[src/rtl/signal_generator_pkg.sv]
// Shared definitions for the CCD phase signal generator: FSM encoding,
// register offsets within the Wishbone window and the PARALLEL slot count.
package signal_generator_pkg;

  typedef enum logic [2:0] {
    ST_IDLE,
    ST_PARALLEL,
    ST_PIX_A,
    ST_PIX_B,
    ST_PIX_C,
    ST_PIX_D
  } sg_state_t;

  localparam logic [4:0] OFF_ENABLE    = 5'h00;
  localparam logic [4:0] OFF_FREQUENCY = 5'h04;
  localparam logic [4:0] OFF_PHI_P     = 5'h08;
  localparam logic [4:0] OFF_PHI_L1    = 5'h0C;
  localparam logic [4:0] OFF_PHI_L2    = 5'h10;
  localparam logic [4:0] OFF_PHI_R     = 5'h14;
  localparam logic [4:0] OFF_CLOCK     = 5'h18;
  localparam logic [4:0] OFF_RETURN    = 5'h1C;

  localparam int PARALLEL_SLOTS = 4;

endpackage

[src/rtl/signal_generator_tick_gen.sv]
// Pixel-clock conditioning: 2-FF synchronizer, rising-edge tick and a slot
// divider that closes a slot every (fsel+1) ticks, fsel latched per slot.
module sg_tick_gen (
  input  logic       i_sys_clk,
  input  logic       i_sys_rst,
  input  logic       i_src,
  input  logic [3:0] i_fsel,
  input  logic       i_clr,
  output logic       o_tick,
  output logic       o_slot_end
);

  logic       r_sync1;
  logic       r_sync2;
  logic       r_sync3;
  logic [3:0] r_cnt;
  logic [3:0] r_len;

  always_ff @(posedge i_sys_clk or posedge i_sys_rst) begin
    if (i_sys_rst) begin
      r_sync1 <= 1'b0;
      r_sync2 <= 1'b0;
      r_sync3 <= 1'b0;
    end else begin
      r_sync1 <= i_src;
      r_sync2 <= r_sync1;
      r_sync3 <= r_sync2;
    end
  end

  assign o_tick     = r_sync2 & ~r_sync3;
  assign o_slot_end = o_tick & ~i_clr & (r_cnt == r_len);

  // While cleared the divider keeps reloading fsel, so the first slot after
  // leaving IDLE already uses the current divider setting.
  always_ff @(posedge i_sys_clk or posedge i_sys_rst) begin
    if (i_sys_rst) begin
      r_cnt <= 4'd0;
      r_len <= 4'd0;
    end else if (i_clr) begin
      r_cnt <= 4'd0;
      r_len <= i_fsel;
    end else if (o_tick) begin
      if (r_cnt == r_len) begin
        r_cnt <= 4'd0;
        r_len <= i_fsel;
      end else begin
        r_cnt <= r_cnt + 4'd1;
      end
    end
  end

endmodule

[src/rtl/signal_generator.sv]
// CCD phase generator with a Wishbone register window; register-controlled
// (i_test=1) or pin-controlled timing, registered phase outputs.
module signal_generator
  import signal_generator_pkg::*;
#(
  parameter logic [31:0] PASO_DEF          = 32'h5FA4,
  parameter logic [31:0] ENABLE_ADDRESS    = 32'h3000_0000,
  parameter logic [31:0] FREQUENCY_ADDRESS = 32'h3000_0004,
  parameter logic [31:0] PHI_P_ADDRESS     = 32'h3000_0008,
  parameter logic [31:0] PHI_L1_ADDRESS    = 32'h3000_000C,
  parameter logic [31:0] PHI_L2_ADDRESS    = 32'h3000_0010,
  parameter logic [31:0] PHI_R_ADDRESS     = 32'h3000_0014,
  parameter logic [31:0] CLOCK_ADDRESS     = 32'h3000_0018,
  parameter logic [31:0] RETURN_ADDRESS    = 32'h3000_001C
) (
  input  logic        i_wb_clk,
  input  logic        i_wb_rst,
  input  logic        i_wb_cyc,
  input  logic        i_wb_stb,
  input  logic        i_wb_we,
  input  logic [31:0] i_wb_addr,
  input  logic [31:0] i_wb_data,
  output logic        o_wb_ack,
  output logic [31:0] o_wb_data,
  input  logic        i_test,
  output logic [4:0]  o_test,
  input  logic        i_enable,
  input  logic [3:0]  i_f_select,
  input  logic        i_clk,
  output logic        o_phi_p,
  output logic        o_phi_l1,
  output logic        o_phi_l2,
  output logic        o_phi_r
);

  logic        r_ack;
  logic [31:0] r_rdata;
  logic        r_en_reg;
  logic [3:0]  r_freq;
  logic        r_clk_reg;
  logic [4:0]  r_return;
  sg_state_t   r_state;
  logic [1:0]  r_pslot;
  logic [31:0] r_pix;
  logic        r_phi_p, r_phi_l1, r_phi_l2, r_phi_r;

  logic        w_req, w_hit, w_enable, w_src, w_clr, w_tick, w_slot_end;
  logic [4:0]  w_off;
  logic [3:0]  w_fsel;
  logic [31:0] w_rdata;
  sg_state_t   w_state_nxt;
  logic [1:0]  w_pslot_nxt;
  logic [31:0] w_pix_nxt;
  logic        w_phi_p, w_phi_l1, w_phi_l2, w_phi_r;
  logic        w_unused_data;

  assign w_unused_data = &{1'b0, i_wb_data[31:5]};

  assign w_enable = i_test ? r_en_reg  : i_enable;
  assign w_fsel   = i_test ? r_freq    : i_f_select;
  assign w_src    = i_test ? r_clk_reg : i_clk;
  assign w_clr    = ~w_enable | (r_state == ST_IDLE);

  sg_tick_gen u_tick_gen (
    .i_sys_clk  (i_wb_clk),
    .i_sys_rst  (i_wb_rst),
    .i_src      (w_src),
    .i_fsel     (w_fsel),
    .i_clr      (w_clr),
    .o_tick     (w_tick),
    .o_slot_end (w_slot_end)
  );

  assign w_req = i_wb_cyc & i_wb_stb & ~r_ack;

  always_comb begin
    w_hit = 1'b1;
    w_off = OFF_ENABLE;
    if      (i_wb_addr == ENABLE_ADDRESS)    w_off = OFF_ENABLE;
    else if (i_wb_addr == FREQUENCY_ADDRESS) w_off = OFF_FREQUENCY;
    else if (i_wb_addr == PHI_P_ADDRESS)     w_off = OFF_PHI_P;
    else if (i_wb_addr == PHI_L1_ADDRESS)    w_off = OFF_PHI_L1;
    else if (i_wb_addr == PHI_L2_ADDRESS)    w_off = OFF_PHI_L2;
    else if (i_wb_addr == PHI_R_ADDRESS)     w_off = OFF_PHI_R;
    else if (i_wb_addr == CLOCK_ADDRESS)     w_off = OFF_CLOCK;
    else if (i_wb_addr == RETURN_ADDRESS)    w_off = OFF_RETURN;
    else                                     w_hit = 1'b0;
  end

  always_comb begin
    w_rdata = 32'd0;
    if (w_hit) begin
      case (w_off)
        OFF_ENABLE:    w_rdata[0]   = r_en_reg;
        OFF_FREQUENCY: w_rdata[3:0] = r_freq;
        OFF_PHI_P:     w_rdata[0]   = r_phi_p;
        OFF_PHI_L1:    w_rdata[0]   = r_phi_l1;
        OFF_PHI_L2:    w_rdata[0]   = r_phi_l2;
        OFF_PHI_R:     w_rdata[0]   = r_phi_r;
        OFF_CLOCK:     w_rdata[0]   = r_clk_reg;
        OFF_RETURN:    w_rdata[4:0] = r_return;
        default:       w_rdata      = 32'd0;
      endcase
    end
  end

  always_ff @(posedge i_wb_clk or posedge i_wb_rst) begin
    if (i_wb_rst) begin
      r_ack     <= 1'b0;
      r_rdata   <= 32'd0;
      r_en_reg  <= 1'b0;
      r_freq    <= 4'd0;
      r_clk_reg <= 1'b0;
      r_return  <= 5'd0;
    end else begin
      r_ack   <= w_req;
      r_rdata <= w_req ? w_rdata : 32'd0;
      if (w_req && i_wb_we && w_hit) begin
        case (w_off)
          OFF_ENABLE:    r_en_reg  <= i_wb_data[0];
          OFF_FREQUENCY: r_freq    <= i_wb_data[3:0];
          OFF_CLOCK:     r_clk_reg <= i_wb_data[0];
          OFF_RETURN:    r_return  <= i_wb_data[4:0];
          default:       ;
        endcase
      end
    end
  end

  // Disable has priority over any slot event, so it is checked first.
  always_comb begin
    w_state_nxt = r_state;
    w_pslot_nxt = r_pslot;
    w_pix_nxt   = r_pix;
    if (!w_enable) begin
      w_state_nxt = ST_IDLE;
      w_pslot_nxt = 2'd0;
      w_pix_nxt   = 32'd0;
    end else begin
      case (r_state)
        ST_IDLE: begin
          if (w_tick) begin
            w_state_nxt = ST_PARALLEL;
            w_pslot_nxt = 2'd0;
            w_pix_nxt   = 32'd0;
          end
        end
        ST_PARALLEL: begin
          w_pix_nxt = 32'd0;
          if (w_slot_end) begin
            if (r_pslot == 2'(PARALLEL_SLOTS - 1)) begin
              w_state_nxt = ST_PIX_A;
              w_pslot_nxt = 2'd0;
            end else begin
              w_pslot_nxt = r_pslot + 2'd1;
            end
          end
        end
        ST_PIX_A: if (w_slot_end) w_state_nxt = ST_PIX_B;
        ST_PIX_B: if (w_slot_end) w_state_nxt = ST_PIX_C;
        ST_PIX_C: if (w_slot_end) w_state_nxt = ST_PIX_D;
        ST_PIX_D: begin
          if (w_slot_end) begin
            if (r_pix < PASO_DEF - 32'd1) begin
              w_pix_nxt   = r_pix + 32'd1;
              w_state_nxt = ST_PIX_A;
            end else begin
              w_pix_nxt   = 32'd0;
              w_state_nxt = ST_PARALLEL;
            end
          end
        end
        default: w_state_nxt = ST_IDLE;
      endcase
    end

    w_phi_p  = (w_state_nxt == ST_PARALLEL);
    w_phi_l1 = (w_state_nxt == ST_PIX_A) | (w_state_nxt == ST_PIX_B);
    w_phi_l2 = (w_state_nxt == ST_PIX_C) | (w_state_nxt == ST_PIX_D);
    w_phi_r  = (w_state_nxt == ST_PIX_A);
  end

  always_ff @(posedge i_wb_clk or posedge i_wb_rst) begin
    if (i_wb_rst) begin
      r_state  <= ST_IDLE;
      r_pslot  <= 2'd0;
      r_pix    <= 32'd0;
      r_phi_p  <= 1'b0;
      r_phi_l1 <= 1'b0;
      r_phi_l2 <= 1'b0;
      r_phi_r  <= 1'b0;
    end else begin
      r_state  <= w_state_nxt;
      r_pslot  <= w_pslot_nxt;
      r_pix    <= w_pix_nxt;
      r_phi_p  <= w_phi_p;
      r_phi_l1 <= w_phi_l1;
      r_phi_l2 <= w_phi_l2;
      r_phi_r  <= w_phi_r;
    end
  end

  assign o_wb_ack  = r_ack;
  assign o_wb_data = r_rdata;
  assign o_phi_p   = r_phi_p;
  assign o_phi_l1  = r_phi_l1;
  assign o_phi_l2  = r_phi_l2;
  assign o_phi_r   = r_phi_r;
  assign o_test    = i_test ? r_return : {w_enable, r_phi_r, r_phi_l2, r_phi_l1, r_phi_p};

endmodule

[config.mk]
export PLATFORM = sky130hd
export DESIGN_NAME = signal_generator
export DESIGN_NICKNAME = d
export VERILOG_FILES = /design/src/rtl/signal_generator_pkg.sv /design/src/rtl/signal_generator_tick_gen.sv /design/src/rtl/signal_generator.sv
export SDC_FILE = /design/constraint.sdc
export NUM_CORES = 1
export LEC_CHECK = 0
export ABC_AREA = 0
export BUFFER_PORTS_ARGS = -buffer_cell sky130_fd_sc_hd__buf_2
export CELL_PAD_IN_SITES_DETAIL_PLACEMENT = 1
export CELL_PAD_IN_SITES_GLOBAL_PLACEMENT = 1
export CORE_ASPECT_RATIO = 1.4
export CORE_MARGIN = 2
export CORE_UTILIZATION = 39
export DETAILED_ROUTE_END_ITERATION = 16
export PLACE_DENSITY = 0.76
export SLEW_MARGIN = 30
export SYNTH_ARGS = -nofsm -noshare
export SYNTH_HDL_FRONTEND = slang
export SYNTH_SLANG_ARGS = --single-unit
[constraint.sdc]
create_clock -name i_wb_clk -period 2.7 [get_ports i_wb_clk]
set_clock_uncertainty 0.15 [all_clocks]
set_input_delay 0.135 -clock i_wb_clk [delete_from_list [all_inputs] [get_ports i_wb_clk]]
set_output_delay 0.135 -clock i_wb_clk [all_outputs]
set_load 0.01 [all_outputs]
==> results of run 1 <==
[power by group]
| part | internal, mW | leakage (nW) | total, mW | switching (mW) |
|---|---|---|---|---|
| clock network | 0.991 | 0.175 | 1.44 | 0.447 |
| logic | 0.0819 | 0.980 | 0.209 | 0.128 |
| registers | 1.05 | 0.954 | 1.06 | 0.0104 |
| total | 2.12 | 2.11 | 2.70 | 0.585 |
[layout by cell type, fill, tap and decap left out, types with 2 or more instances in the layout]
master / n
sky130_fd_sc_hd__a21o_1: 2
sky130_fd_sc_hd__a21oi_1: 18
sky130_fd_sc_hd__a22oi_1: 4
sky130_fd_sc_hd__a31oi_1: 8
sky130_fd_sc_hd__a41oi_1: 6
sky130_fd_sc_hd__and3_1: 5
sky130_fd_sc_hd__and3_2: 2
sky130_fd_sc_hd__and4_1: 3
sky130_fd_sc_hd__and4_2: 2
sky130_fd_sc_hd__buf_12: 2
sky130_fd_sc_hd__buf_2: 63
sky130_fd_sc_hd__buf_4: 6
sky130_fd_sc_hd__bufinv_16: 4
sky130_fd_sc_hd__clkbuf_16: 9
sky130_fd_sc_hd__clkinv_2: 2
sky130_fd_sc_hd__conb_1: 27
sky130_fd_sc_hd__dfrtp_1: 69
sky130_fd_sc_hd__dlygate4sd3_1: 13
sky130_fd_sc_hd__ha_1: 3
sky130_fd_sc_hd__mux2_2: 19
sky130_fd_sc_hd__mux2i_1: 8
sky130_fd_sc_hd__nand2_1: 19
sky130_fd_sc_hd__nand2b_1: 4
sky130_fd_sc_hd__nand3_1: 15
sky130_fd_sc_hd__nand4_1: 6
sky130_fd_sc_hd__nor2_1: 49
sky130_fd_sc_hd__nor2_2: 6
sky130_fd_sc_hd__nor2_4: 5
sky130_fd_sc_hd__nor3_1: 7
sky130_fd_sc_hd__nor3b_1: 5
sky130_fd_sc_hd__nor4_1: 12
sky130_fd_sc_hd__o21ai_0: 3
sky130_fd_sc_hd__o41ai_1: 2
sky130_fd_sc_hd__or3_1: 2
sky130_fd_sc_hd__or4_1: 2
sky130_fd_sc_hd__xnor2_1: 11
sky130_fd_sc_hd__xor2_1: 6
[cell type report]
cell class / instances / area share (%)
timing repair buffer: 84 / 11.4
multi-input combinational: 286 / 40.5
sequential: 69 / 37.2
inverter: 1 / 0.0809
clock buffer: 9 / 4.86
clock inverter: 7 / 2.97
tap: 110 / 2.97
[critical path: stages]
cell	delay, ps
sky130_fd_sc_hd__dlygate4sd3_1	530
sky130_fd_sc_hd__buf_2	100
sky130_fd_sc_hd__nand2_1	40
sky130_fd_sc_hd__dlygate4sd3_1	540
sky130_fd_sc_hd__nor2_1	150
sky130_fd_sc_hd__and3_1	210
sky130_fd_sc_hd__nand3_1	160
sky130_fd_sc_hd__nor2_2	300
sky130_fd_sc_hd__mux2_2	390
[layer usage]
metal | vias up | part of all wire [%]
li1 | 1442 | -
met5 | - | 0
met4 | 0 | 2.1
met3 | 12 | 4.7
met1 | 1503 | 38
met2 | 80 | 55
[logic make-up after synthesis]
kind of cell	after synthesis
AOI/OAI and AO/OA	53
xor gates and xnor gates	18
adders and majority gates	3
buffers and inverters	41
DFF	69
muxes	27
other	1
and+or+nand+nor	158
[what timing repair did]
action / in CTS / in global routing
setup endpoints to repair: 0 / 5
resized for setup: 0 / 1
hold endpoints to repair: 50 / 0
hold buffers: 13 / 0
[how the worst min path moves through the flow]
stage	from	endpoint	slack [ps]	cells past startpoint
final	i_wb_addr[3]	o_wb_data[0]	30	3
after global routing	i_wb_addr[3]	o_wb_data[0]	80	3
after CTS	i_wb_addr[3]	o_wb_data[0]	20	3
after detailed placement	i_wb_rst	r_pix[7]	160	2
after global placement	i_wb_rst	r_pix[7]	150	2
after floorplan	i_wb_stb	o_wb_ack	110	2
==> results.md, run 1 <==
* Share of layout cells above drive strength 1 at 29.8%
* Fraction of met2 tracks used by global routing at 36.0%
* Maximum fanout count along the critical path at 5
* Post-DP HPWL at between 6000 and 7000 um
* Area used by multi-input combinational logic at about 0.0019 mm^2
* Number of antenna violations at the first check in global routing at 0
* Setup total negative slack at 0 ps
* Library cell used as clock root buffer: sky130_fd_sc_hd__clkbuf_16
* Area delta synth->final at 21.7%
* Cell area after placement at 0.00414 mm^2
* Global route total overflow at 0
* Path type of the worst min-delay path: in -> reg
* Worst slew margin relative to its limit at 49.2%
* Avg Vias per Cell at 5.37
* CTS Sinks at 69
* Fraction of post-synthesis cell area in the top cell type by area at 45.3%
* Global-route met1 utilization at roughly a fifth
* Distinct cells, synth at a little over 60
* DRC at 0
* Final-report setup violation count at 0
* Post-detailed-routing wire length at 9240 um
* Final worst-path cycle share at between 90 and 100%
* Worst skew pair latency at 340 ps
* Main combinational cell family by area after synthesis: simple AND/OR/NAND/NOR gates
* Time the final worst path needs with I/O delays and setup at 2500 ps
* Sequential cell area at 0.00173 mm^2
* Combined area of all synthesized cells at 0.00381 mm^2
* Result of the run: finished, final reports clean
* Most used routing layer: met2
* Peak supply drop at approximately 0.00036 V
* Leading cell types by total area after synthesis: sky130_fd_sc_hd__dfrtp_1 45%, sky130_fd_sc_hd__mux2_2 5.6%, sky130_fd_sc_hd__buf_4 5.5%
* Leading area contributor after synthesis: sky130_fd_sc_hd__dfrtp_1
* Element type at the critical path end: register
* Antenna violation net count after detailed routing at 0
* Clock tree from TritonCTS: built
* Sort of element at the start of the critical path: primary input
* Std-Cell Core Area at between 0.009 and 0.01 mm^2
* Max Fclk at 400 MHz
* Simple-gate portion of the synthesized area at between 20% and 30%
* Final antenna diode count at 0
* Number of storage elements in the synthesis netlist at between 60 and 70
* Mean area per synthesized cell at 10.3 um^2
* Total routing resource utilization after global routing at 18.8%
* Top_reg_cell synth: sky130_fd_sc_hd__dfrtp_1
* Xor-xnor portion of the synthesized cell area at 4.33%
* Yosys warns at 0
* Nets@finish at 530
* Clock H-tree levels at 3
* Cell count after placement at 537
* Number of I/O pins at 118
* Largest net degree at the start of global routing at 37
* FF-to-FF setup slack at approximately 360 ps
* Number of endpoints with negative hold slack in the final report at 0
* Worst slew pin tran at 761 ps
* Minimum setup slack after placement at 372 ps
* Via count of the first global-routing pass at 3,217
* RR Endpoint: r_pix[27]
* Data arrival time of the critical path at approximately 2600 ps
* Maximum buffer depth of the clock tree at 2
* Count of input and output buffers at 63
* Number of buffers added by the clock tree synthesis step at 9
* Seq/Total Area, Yosys at ~45%
* # Post-CTS Setup Buffers at 0
* Unrepaired setup endpoints after global routing: false
* Die outline width at 87.5 um
* Die boundary height at 121 um
* Power density over the cells at 583 mW/mm^2
* Proportion of synthesized area in mux cells at 7.72%
* Global-route wire length before repair at 15,400 um
* Top register by number of flip-flops: r_pix
* Termination of the worst setup path: r_return[0]
* GR Util met3 at 2.52%
* Post-synthesis share of cell area spent on full adders, half adders and majority gates at 0.985%
* Startpoint of the worst-slack reg-to-reg timing path: u_tick_gen.r_sync2
* Synthesized-area fraction occupied by ao, oa, aoi and oai cells at 10.1%
* Via count at 3,037
* First DRT Iteration DRCs at 69
* Worst reg-to-reg path cell count at 6
* Most numerous cell in the Yosys netlist: sky130_fd_sc_hd__dfrtp_1
* Final WS setup at just over 200 ps
* 1st-pass router iterations at 5
* Routed wirelength normalized by instance count at between 15 and 20 um
* Final worst hold slack at between 30 and 40 ps
* Launch point of the critical path: i_wb_stb
* Cell area after layout at 0.00464 mm^2
* Post-route insts no fill at about 570
* GP Congestion at 0.800
* Placement Rows at 42
* Layout Utilization at 49.0%
* Clock slew at reported path FFs at 60 ps
* Die Area at 0.0106 mm^2
* Type of the worst setup path: in -> reg
* Data required time at the worst endpoint at approximately 2800 ps
* List of most frequent post-synthesis cells: 69 x sky130_fd_sc_hd__dfrtp_1, 50 x sky130_fd_sc_hd__nor2_1, 28 x sky130_fd_sc_hd__buf_4
* Static leakage at 2.11 nW
* Count of fill cells added during filler insertion at 1,067
* Max-slew violation count at 0
* Number of enable flip-flop cells after synthesis at 0
* Gate count of the mapped netlist at 370
* Overall power at approximately 2.7 mW
* Synth async-reset ratio at 100%
* Starting density of the core at between 40% and 50%
* Maxcap violations at 0
* Max reg flops at 32
Note: power is estimated with default switching activity, not from simulation.
==> run 2: changes to the inputs <==
RECOVER_POWER = 25   (was unset)
==> results.md, run 2 (synthesis gave the netlist of run 1 again) <==
* Result of the run: finished, final reports clean
* Cell area after layout at 0.00463 mm^2
* Via count of the first global-routing pass at 3,217
* Top register by number of flip-flops: r_pix
* Cell area after placement at 0.00414 mm^2
* Number of I/O pins at about 120
* Final worst-path cycle share at roughly 92%
* Via count at 3,039
* Library cell used as clock root buffer: sky130_fd_sc_hd__clkbuf_16
* Max reg flops at 32
* Clock slew at reported path FFs at 60 ps
* Clock H-tree levels at 3
* Area used by multi-input combinational logic at 0.00188 mm^2
* Type of the worst setup path: in -> reg
* First DRT Iteration DRCs at 69
* Share of total power in sequential cells at approximately two fifths
* Global-route wire length before repair at 15,400 um
* Power density over the cells at 584 mW/mm^2
* Share of layout cells above drive strength 1 at 27.4%
* Sequential cell area at 0.00173 mm^2
* Data arrival time of the critical path at 2560 ps
* Unrepaired setup endpoints after global routing: false
* Max Fclk at approximately 400 MHz
* GP Congestion at 0.800
* Worst skew pair latency at between 300 and 400 ps
* Total routing resource utilization after global routing at between 10% and 20%
* Max-slew violation count at 0
* Nets@finish at 530
* Final-report setup violation count at 0
* P_int at 2.12 mW
* Maxcap violations at 0
* Post-DP HPWL at between 6000 and 7000 um
* 1st-pass router iterations at 5
* Leading cell type in the layout, fill and taps excluded: sky130_fd_sc_hd__dfrtp_1
* Final antenna diode count at 0
* Peak supply drop at 0.000365 V
* Maximum fanout count along the critical path at 5
* Commonest non-fill, non-tap cells in the layout: 69 x sky130_fd_sc_hd__dfrtp_1, 53 x sky130_fd_sc_hd__buf_2, 49 x sky130_fd_sc_hd__nor2_1
* Die outline width at 87.5 um
* Routed wirelength normalized by instance count at 16.3 um
* CTS Sinks at 69
* Data required time at the worst endpoint at between 2000 and 3000 ps
* Antenna violation net count after detailed routing at 0
* Number of buffers added by the clock tree synthesis step at 9
* Clock network fraction of total power at 53.2%
* Area delta synth->final at 21.4%
* Largest net degree at the start of global routing at 37
* Element type at the critical path end: register
* Path type of the worst min-delay path: in -> reg
* Count of fill cells added during filler insertion at around 1,100
* Sort of element at the start of the critical path: primary input
* Std-Cell Core Area at 0.00946 mm^2
* Starting density of the core at 40.3%
* Time the final worst path needs with I/O delays and setup at 2490 ps
* Static leakage at 2.07 nW
* Number of endpoints with negative hold slack in the final report at 0
* Combinational cell fraction of total power at 7.7%
* Die Area at 0.0106 mm^2
* Sw Pwr at roughly 0.58 mW
* Worst slew margin relative to its limit at between 8 and 9%
* Setup total negative slack at 0 ps
* Global route total overflow at 0
* Count of input and output buffers at 63
* Die boundary height at 121 um
* Number of antenna violations at the first check in global routing at 0
* Post-detailed-routing wire length at 9250 um
* Avg Vias per Cell at 5.37
* # Post-CTS Setup Buffers at 0
* Proportion of total power due to net switching at 21.6%
* Worst slew pin tran at about 1400 ps
* Placement Rows at 42
* DRC at 0
* Clock tree from TritonCTS: built
* Maximum buffer depth of the clock tree at 2
-- run 2: changes by cell type in the layout (fill, tap and decap cells not counted), sizes merged --
cell | before | now
clkbuf | 9 | 19
buf | 71 | 61
-- run 2: power by group through the flow --
stage | logic (mW) | registers [mW] | clock network [mW]
CTS | 0.211 | 1.06 | 1.47
detailed placement | 0.194 | 1.07 | 0
global route | 0.232 | 1.06 | 1.51
floorplan | 0.158 | 1.07 | 0
global placement | 0.190 | 1.07 | 0
finish | 0.209 | 1.06 | 1.44
-- run 2: final timing paths --
| kind | startpoint | to | slack, ps | depth (start not counted) |
|---|---|---|---|---|
| min | i_wb_addr[3] | o_wb_data[0] | 30 | 3 |
| max in group asynchronous | i_wb_rst | o_wb_data[2] | 990 | 4 |
| max | i_wb_stb | r_return[0] | 210 | 9 |
| min in group asynchronous | i_wb_rst | r_pix[7] | 580 | 3 |
| max reg2reg | u_tick_gen.r_sync2 | r_pix[27] | 360 | 6 |
| min reg2reg | u_tick_gen.r_sync1 | u_tick_gen.r_sync2 | 200 | 0 |
-- run 2: area by class of cell --
cell class | instances | area share [%]
tap | 110 | 2.98
clock buffer | 9 | 4.87
multi-input combinational | 286 | 40.6
clock inverter | 7 | 2.98
sequential | 69 | 37.3
timing repair buffer | 84 | 11.2
inverter | 1 | 0.0811
-- run 2: worst max-delay path: stages --
cell and delay [ps]:
sky130_fd_sc_hd__dlygate4sd3_1 530, sky130_fd_sc_hd__buf_2 100, sky130_fd_sc_hd__nand2_1 40, sky130_fd_sc_hd__dlygate4sd3_1 540, sky130_fd_sc_hd__nor2_1 150, sky130_fd_sc_hd__and3_1 210, sky130_fd_sc_hd__nand3_1 160, sky130_fd_sc_hd__nor2_2 300
sky130_fd_sc_hd__mux2_2 380
-- run 2: metal layers --
| metal | vias up | GRT usage (%) | routed length [um] |
|---|---|---|---|
| li1 | 1442 | - | - |
| met1 | 1505 | 19.6 | 3540 |
| met2 | 80 | 36.0 | 5080 |
| met3 | 12 | 2.52 | 433 |
| met4 | 0 | 8.37 | 191 |
| met5 | - | 0 | 0 |
-- run 2: repair_timing --
action	4_1_cts	5_1_grt
hold buffers	13	0
endpoints found under the hold margin	50	0
gates resized for setup	0	1
setup endpoints to repair	0	5
-- run 2: through the flow --
step                      worst slack [ps]  cells  total power, mW  util, %  hold slack [ps]
after global routing                  65.8    566             2.80     48.9             82.6
after CTS                             98.3    566             2.74     49.0             16.7
after detailed placement               372    537             1.27     43.8              158
after floorplan                        595    396             1.23        -              112
after global placement                 435    537             1.26     43.8              155
final                                  212    566             2.70     48.9             31.9
